$ cat config.mk
export PLATFORM = sky130hd
export DESIGN_NAME = wam_hit
export DESIGN_NICKNAME = d
export VERILOG_FILES = /design/src/rtl/wam_hit.sv
export SDC_FILE = /design/constraint.sdc
export NUM_CORES = 1
export LEC_CHECK = 0
export ABC_AREA = 0
export CORE_AREA = 8 8 106 108
export CTS_CLUSTER_SIZE = 12
export DETAILED_ROUTE_END_ITERATION = 10
export DIE_AREA = 0 0 114 116
export GPL_ROUTABILITY_DRIVEN = 1
export PLACE_DENSITY = 0.78
export SYNTH_ARGS = -nofsm -noshare
export SYNTH_HDL_FRONTEND = slang
export SYNTH_SLANG_ARGS = --single-unit
export TNS_END_PERCENT = 1
$ cat constraint.sdc
create_clock -name clk_19 -period 4.5 [get_ports clk_19]
set_input_delay 0.675 -clock clk_19 [delete_from_list [all_inputs] [get_ports clk_19]]
set_output_delay 0.675 -clock clk_19 [all_outputs]
set_load 0.02 [all_outputs]
$ cat src/rtl/wam_hit.sv
// Whack-a-mole player input stage: synchronise and debounce the hole buttons,
// classify presses as hits or misses, keep BCD score/miss counters, run the game FSM.
//
// state   | meaning
// --------+---------------------------------------------------------------
// ST_IDLE | waiting for a start rising edge; counters hold the last game
// ST_PLAY | presses classified, hit pulses driven, counters advance
// ST_OVER | game ended on miss limit or full score; counters held
module wam_hit #(
    parameter int unsigned DEB_CYC  = 3,
    parameter logic [7:0]  MAX_MISS = 8'h09
) (
    input  logic       clk_19,
    input  logic       clr,
    input  logic       start,
    input  logic [7:0] btn,
    input  logic [7:0] holes,
    output logic [7:0] hit,
    output logic [7:0] score,
    output logic [7:0] miss,
    output logic       playing,
    output logic       over
);

    typedef enum logic [1:0] {
        ST_IDLE = 2'd0,
        ST_PLAY = 2'd1,
        ST_OVER = 2'd2
    } state_t;

    localparam logic [3:0] DEB_LAST = 4'(DEB_CYC - 1);

    logic [7:0] s1_q, s2_q;
    logic [7:0] db_q, db_d;
    logic [3:0] cnt_q [8];
    logic [3:0] cnt_d [8];
    logic [7:0] press_q, press_d;
    logic [7:0] hit_q, hit_d;
    logic [7:0] missed;
    logic [7:0] score_q, score_d;
    logic [7:0] miss_q, miss_d;
    logic       start_q;
    logic       start_rise;
    state_t     state_q, state_d;
    logic       playing_q, playing_d;
    logic       over_q, over_d;

    function automatic logic [3:0] popcount8(input logic [7:0] v);
        logic [3:0] c;
        c = 4'd0;
        for (int i = 0; i < 8; i++) begin
            c = c + {3'b000, v[i]};
        end
        return c;
    endfunction

    // Adds 0..8 to a 2-digit BCD value, pinning at 99.
    function automatic logic [7:0] bcd_add_sat(input logic [7:0] v, input logic [3:0] n);
        logic [4:0] u;
        logic [4:0] t;
        u = {1'b0, v[3:0]} + {1'b0, n};
        t = {1'b0, v[7:4]};
        if (u > 5'd9) begin
            u = u - 5'd10;
            t = t + 5'd1;
        end
        if (t > 5'd9) begin
            return 8'h99;
        end
        return {t[3:0], u[3:0]};
    endfunction

    always_comb begin
        db_d    = db_q;
        press_d = 8'h00;
        for (int i = 0; i < 8; i++) begin
            cnt_d[i] = cnt_q[i];
            if (s2_q[i] == db_q[i]) begin
                cnt_d[i] = 4'd0;
            end else if (cnt_q[i] == DEB_LAST) begin
                db_d[i]    = s2_q[i];
                cnt_d[i]   = 4'd0;
                press_d[i] = s2_q[i];
            end else begin
                cnt_d[i] = cnt_q[i] + 4'd1;
            end
        end
    end

    assign start_rise = start & ~start_q;

    always_comb begin
        state_d = state_q;
        hit_d   = 8'h00;
        missed  = 8'h00;
        score_d = score_q;
        miss_d  = miss_q;
        case (state_q)
            ST_IDLE: begin
                if (start_rise) begin
                    state_d = ST_PLAY;
                    score_d = 8'h00;
                    miss_d  = 8'h00;
                end
            end
            ST_PLAY: begin
                hit_d   = press_q & holes;
                missed  = press_q & ~holes;
                score_d = bcd_add_sat(score_q, popcount8(hit_d));
                miss_d  = bcd_add_sat(miss_q, popcount8(missed));
                // end test uses post-update values so the last press is counted
                if ((miss_d >= MAX_MISS) || (score_d == 8'h99)) begin
                    state_d = ST_OVER;
                end
            end
            ST_OVER: begin
                if (start_rise) begin
                    state_d = ST_IDLE;
                end
            end
            default: state_d = ST_IDLE;
        endcase
        playing_d = (state_d == ST_PLAY);
        over_d    = (state_d == ST_OVER);
    end

    always_ff @(posedge clk_19 or posedge clr) begin
        if (clr) begin
            s1_q      <= 8'h00;
            s2_q      <= 8'h00;
            db_q      <= 8'h00;
            press_q   <= 8'h00;
            hit_q     <= 8'h00;
            score_q   <= 8'h00;
            miss_q    <= 8'h00;
            start_q   <= 1'b0;
            state_q   <= ST_IDLE;
            playing_q <= 1'b0;
            over_q    <= 1'b0;
            for (int i = 0; i < 8; i++) begin
                cnt_q[i] <= 4'd0;
            end
        end else begin
            s1_q      <= btn;
            s2_q      <= s1_q;
            db_q      <= db_d;
            press_q   <= press_d;
            hit_q     <= hit_d;
            score_q   <= score_d;
            miss_q    <= miss_d;
            start_q   <= start;
            state_q   <= state_d;
            playing_q <= playing_d;
            over_q    <= over_d;
            for (int i = 0; i < 8; i++) begin
                cnt_q[i] <= cnt_d[i];
            end
        end
    end

    assign hit     = hit_q;
    assign score   = score_q;
    assign miss    = miss_q;
    assign playing = playing_q;
    assign over    = over_q;

endmodule

==> results.toml <==
[clock_tree]
root_buffer = "clkbuf_8"
ctsHoldBuffers = 0
clk_path_buf_depth = 2
cts_tree = "built"
cts_sinks = 93
cts.htree.levels = 3
cts.clk_slew.worst_paths_ps = 100
cts-buffers-inserted = 9
insertion_delay_ps = 370

[detailed_routing]
via_per_inst = 5.11
drt_iter0_markers = 131
first_pass_iters = 4
vias = 3349
final_antenna_net_count = 0
totalWireLength_mm = 9.38
drc = 0
wl_per_cell_um = 14.3

[critical_path]
crit_type = "flip-flop to flip-flop"
worst_setup_path_start_kind = "flip-flop"
worstPathRequired_ps = 4760
crit_top_cell = "fa_1"
cp_slowest_cell = "fa_1"
critPathArrivalTime_ps = 5080
crit_chain = "nor2b_4 -> fa_1 -> inv_2 -> fa_1 -> inv_2 -> fa_1 -> fa_2 -> fa_2 -> o22a_1 -> o2111ai_2 -> buf_4 -> buf_4 -> nor3_1 -> a311o_1 -> a2111oi_4 -> nand4_2 -> a21o_1"
end_kind = "flip-flop"
cpPeakStageDelay_ps = 560
cp_max_fo = 4

[floorplan]
initial_utilization = 0.492
die_w_um = 114
die-area_um2 = 13200
core_um2 = 9550
io_pins = 45
fp.dieH_um = 116
placementRows = 36

[place]
hpwl_mm = 6.91
place_inst = 631
gp_congestion = 0.883
portBuffers = 44
pre_cts_ws_ps = -1050

[global_routing]
grt_max_degree = 57
grt_pass1_vias = 3521
overflow = 0
antenna_found_initial = 0
track_usage = 0.151
grt_pass1_wl_mm = 16.0

[sta]
hold_viol_final = 0
setup_ws_ps = -322
hold_ws_ps = 354
fin_crit_ps = 4820
fin_crit_sh = 1.07
tightest_slew_ps = 967
finalClockSkew_ps = 10.3
final_max_slew_viol_count = 0
setup_violations = 19
rsz0062_at_grt = "true"
fmax_mhz = 207
max_slew_margin = 0.354

[cells_and_area]
num_antenna_cells = 0
final_nets = 579
fin_cells = 655
drive_above_1_share = 0.199
n_fill_cell = 763
final_common_cell = "dfrtp_1"
area_delta_synth_final_pct = 24.6
final_cell_mix = "93 x dfrtp_1, 57 x nor2_1, 43 x buf_4"

[outcome]
status = "complete, but fails checks"
failed_checks = "negative setup slack"

[power_and_ir_drop]
max-vdd-ir-drop_mv = 0.266
powerDensity_nw_per_um2 = 519
p_int_mw = 1.85
swShare = 0.389
comb_power_share = 0.437
p_sw_mw = 1.18
power.leakage_nw = 2.80
pwr-share-seq = 0.388
clkPwrFrac = 0.175

[yosys]
syn_nets = 488
seq_area_frac_synth = 0.496
ys_ff_latch = 93
synth-edff-count = 0
synth_mux_area_frac = 0.0325
synth_xor_area_frac = 0.0560
synth-simple-area-share = 0.158
synth-compound-area-share = 0.101
synth_top_family_by_area = "simple AND/OR/NAND/NOR gates"
synthAdderAreaFrac = 0.131
async_flop_share = 1.00
ys_warn_count = 0
synth_flop_cell = "dfrtp_1"
syn_area_um2 = 4690
syn_inst = 426
syn_area_per_cell_um2 = 11.0
synth_cell_types = 58

[min_path]
holdCritPathClass = "flip-flop to flip-flop"

[job]
cap_viol_max_count = 0
synth_stat cells (all sizes together), types with 2 or more instances:
cell	count	area share
a21o	7	0.011
a21oi	10	0.011
a22o	2	0.0037
a31oi	3	0.0040
and2	5	0.0067
and3	3	0.0040
buf	2	0.0035
clkbuf	5	0.0040
dfrtp	93	0.50
fa	10	0.043
ha	33	0.088
inv	24	0.019
mux2	10	0.024
mux2i	4	0.0085
nand2	37	0.030
nand2b	7	0.0093
nand3	14	0.015
nand3b	2	0.0032
nand4	2	0.0040
nor2	58	0.046
nor2b	7	0.0093
nor3	6	0.0064
nor3b	8	0.013
o21ai	14	0.016
o22a	2	0.0037
o22ai	2	0.0027
o2bb2ai	2	0.0037
o311ai	2	0.0075
xnor2	13	0.024
xor2	17	0.032
critical path, delay by kind of cell (launching register included):
family / cells / cell delay, ps
buffers and inverters: 4 / 340
adders and majority gates: 5 / 2370
and+or+nand+nor: 3 / 350
AOI/OAI and AO/OA: 5 / 1240
DFF: 1 / 410
repair_timing:
action	4_1_cts	5_1_grt
endpoints found under the hold margin	0	0
resized for setup	23	13
setup endpoints to repair	20	20
pin swaps	24	23
setup buffers	2	6
flip-flops by register name (all words and copies together), names as in the netlist:
signal	flops
miss	8
cnt_q	32
score	8
over	1
state_q	2
s2_q	8
s1_q	8
playing	1
start_q	1
db_q	8
hit	8
press_q	8
power groups by stage:
| stage | logic (mW) | registers [mW] | clock network (mW) |
|---|---|---|---|
| global placement | 1.22 | 1.18 | 0 |
| global route | 1.47 | 1.21 | 0.585 |
| finish | 1.33 | 1.18 | 0.531 |
| CTS | 1.31 | 1.18 | 0.549 |
| detailed placement | 1.28 | 1.19 | 0 |
| floorplan | 0.793 | 1.21 | 0 |
worst paths after layout:
kind                                 start         end  slack (ps)  cells past startpoint
worst max register to register  press_q[3]  state_q[1]        -320                     17
worst min register to register     s1_q[2]     s2_q[2]         350                      0
max in group asynchronous              clr     s1_q[4]        2680                      3
worst min-delay path               s1_q[2]     s2_q[2]         350                      0
min in group asynchronous              clr      hit[4]         810                      2
worst max-delay path            press_q[3]  state_q[1]        -320                     17
cells by family after synthesis:
logic type,after synthesis
AOI/OAI and AO/OA,60
muxes,14
and+or+nand+nor,155
DFF,93
buffers and inverters,31
xor gates and xnor gates,30
adders and majority gates,43
through the flow:
step | utilization | instance area (um2) | power (mW) | TNS (ps)
final | 0.613 | 5850 | 3.04 | -3590
after global placement | 0.581 | 5550 | 2.40 | -16440
after floorplan | - | 4710 | 2.01 | -3740
after global routing | 0.613 | 5850 | 3.27 | -6540
after CTS | 0.604 | 5760 | 3.03 | -5580
after detailed placement | 0.581 | 5550 | 2.47 | -18620
per-layer routing:
metal / routed length [um] / GRT usage / vias to the layer above / share of wire
met5: 0 / 0 / - / 0
met4: 166 / 0.0648 / 0 / 0.018
met3: 393 / 0.0354 / 14 / 0.042
met2: 4630 / 0.254 / 65 / 0.49
met1: 4190 / 0.182 / 1639 / 0.45
li1: - / - / 1631 / -
area by class of cell:
cell class                      count  area [um2]  area share
Sequential cell                    93        2330       0.398
Multi-Input combinational cell    302        2320       0.397
Timing Repair Buffer               87         756       0.129
Tap cell                          133         166      0.0284
Clock buffer                        9         124      0.0212
Inverter                           24        91.3      0.0156
Clock inverter                      7        62.6      0.0107
Note: power is estimated with default switching activity, not from simulation.
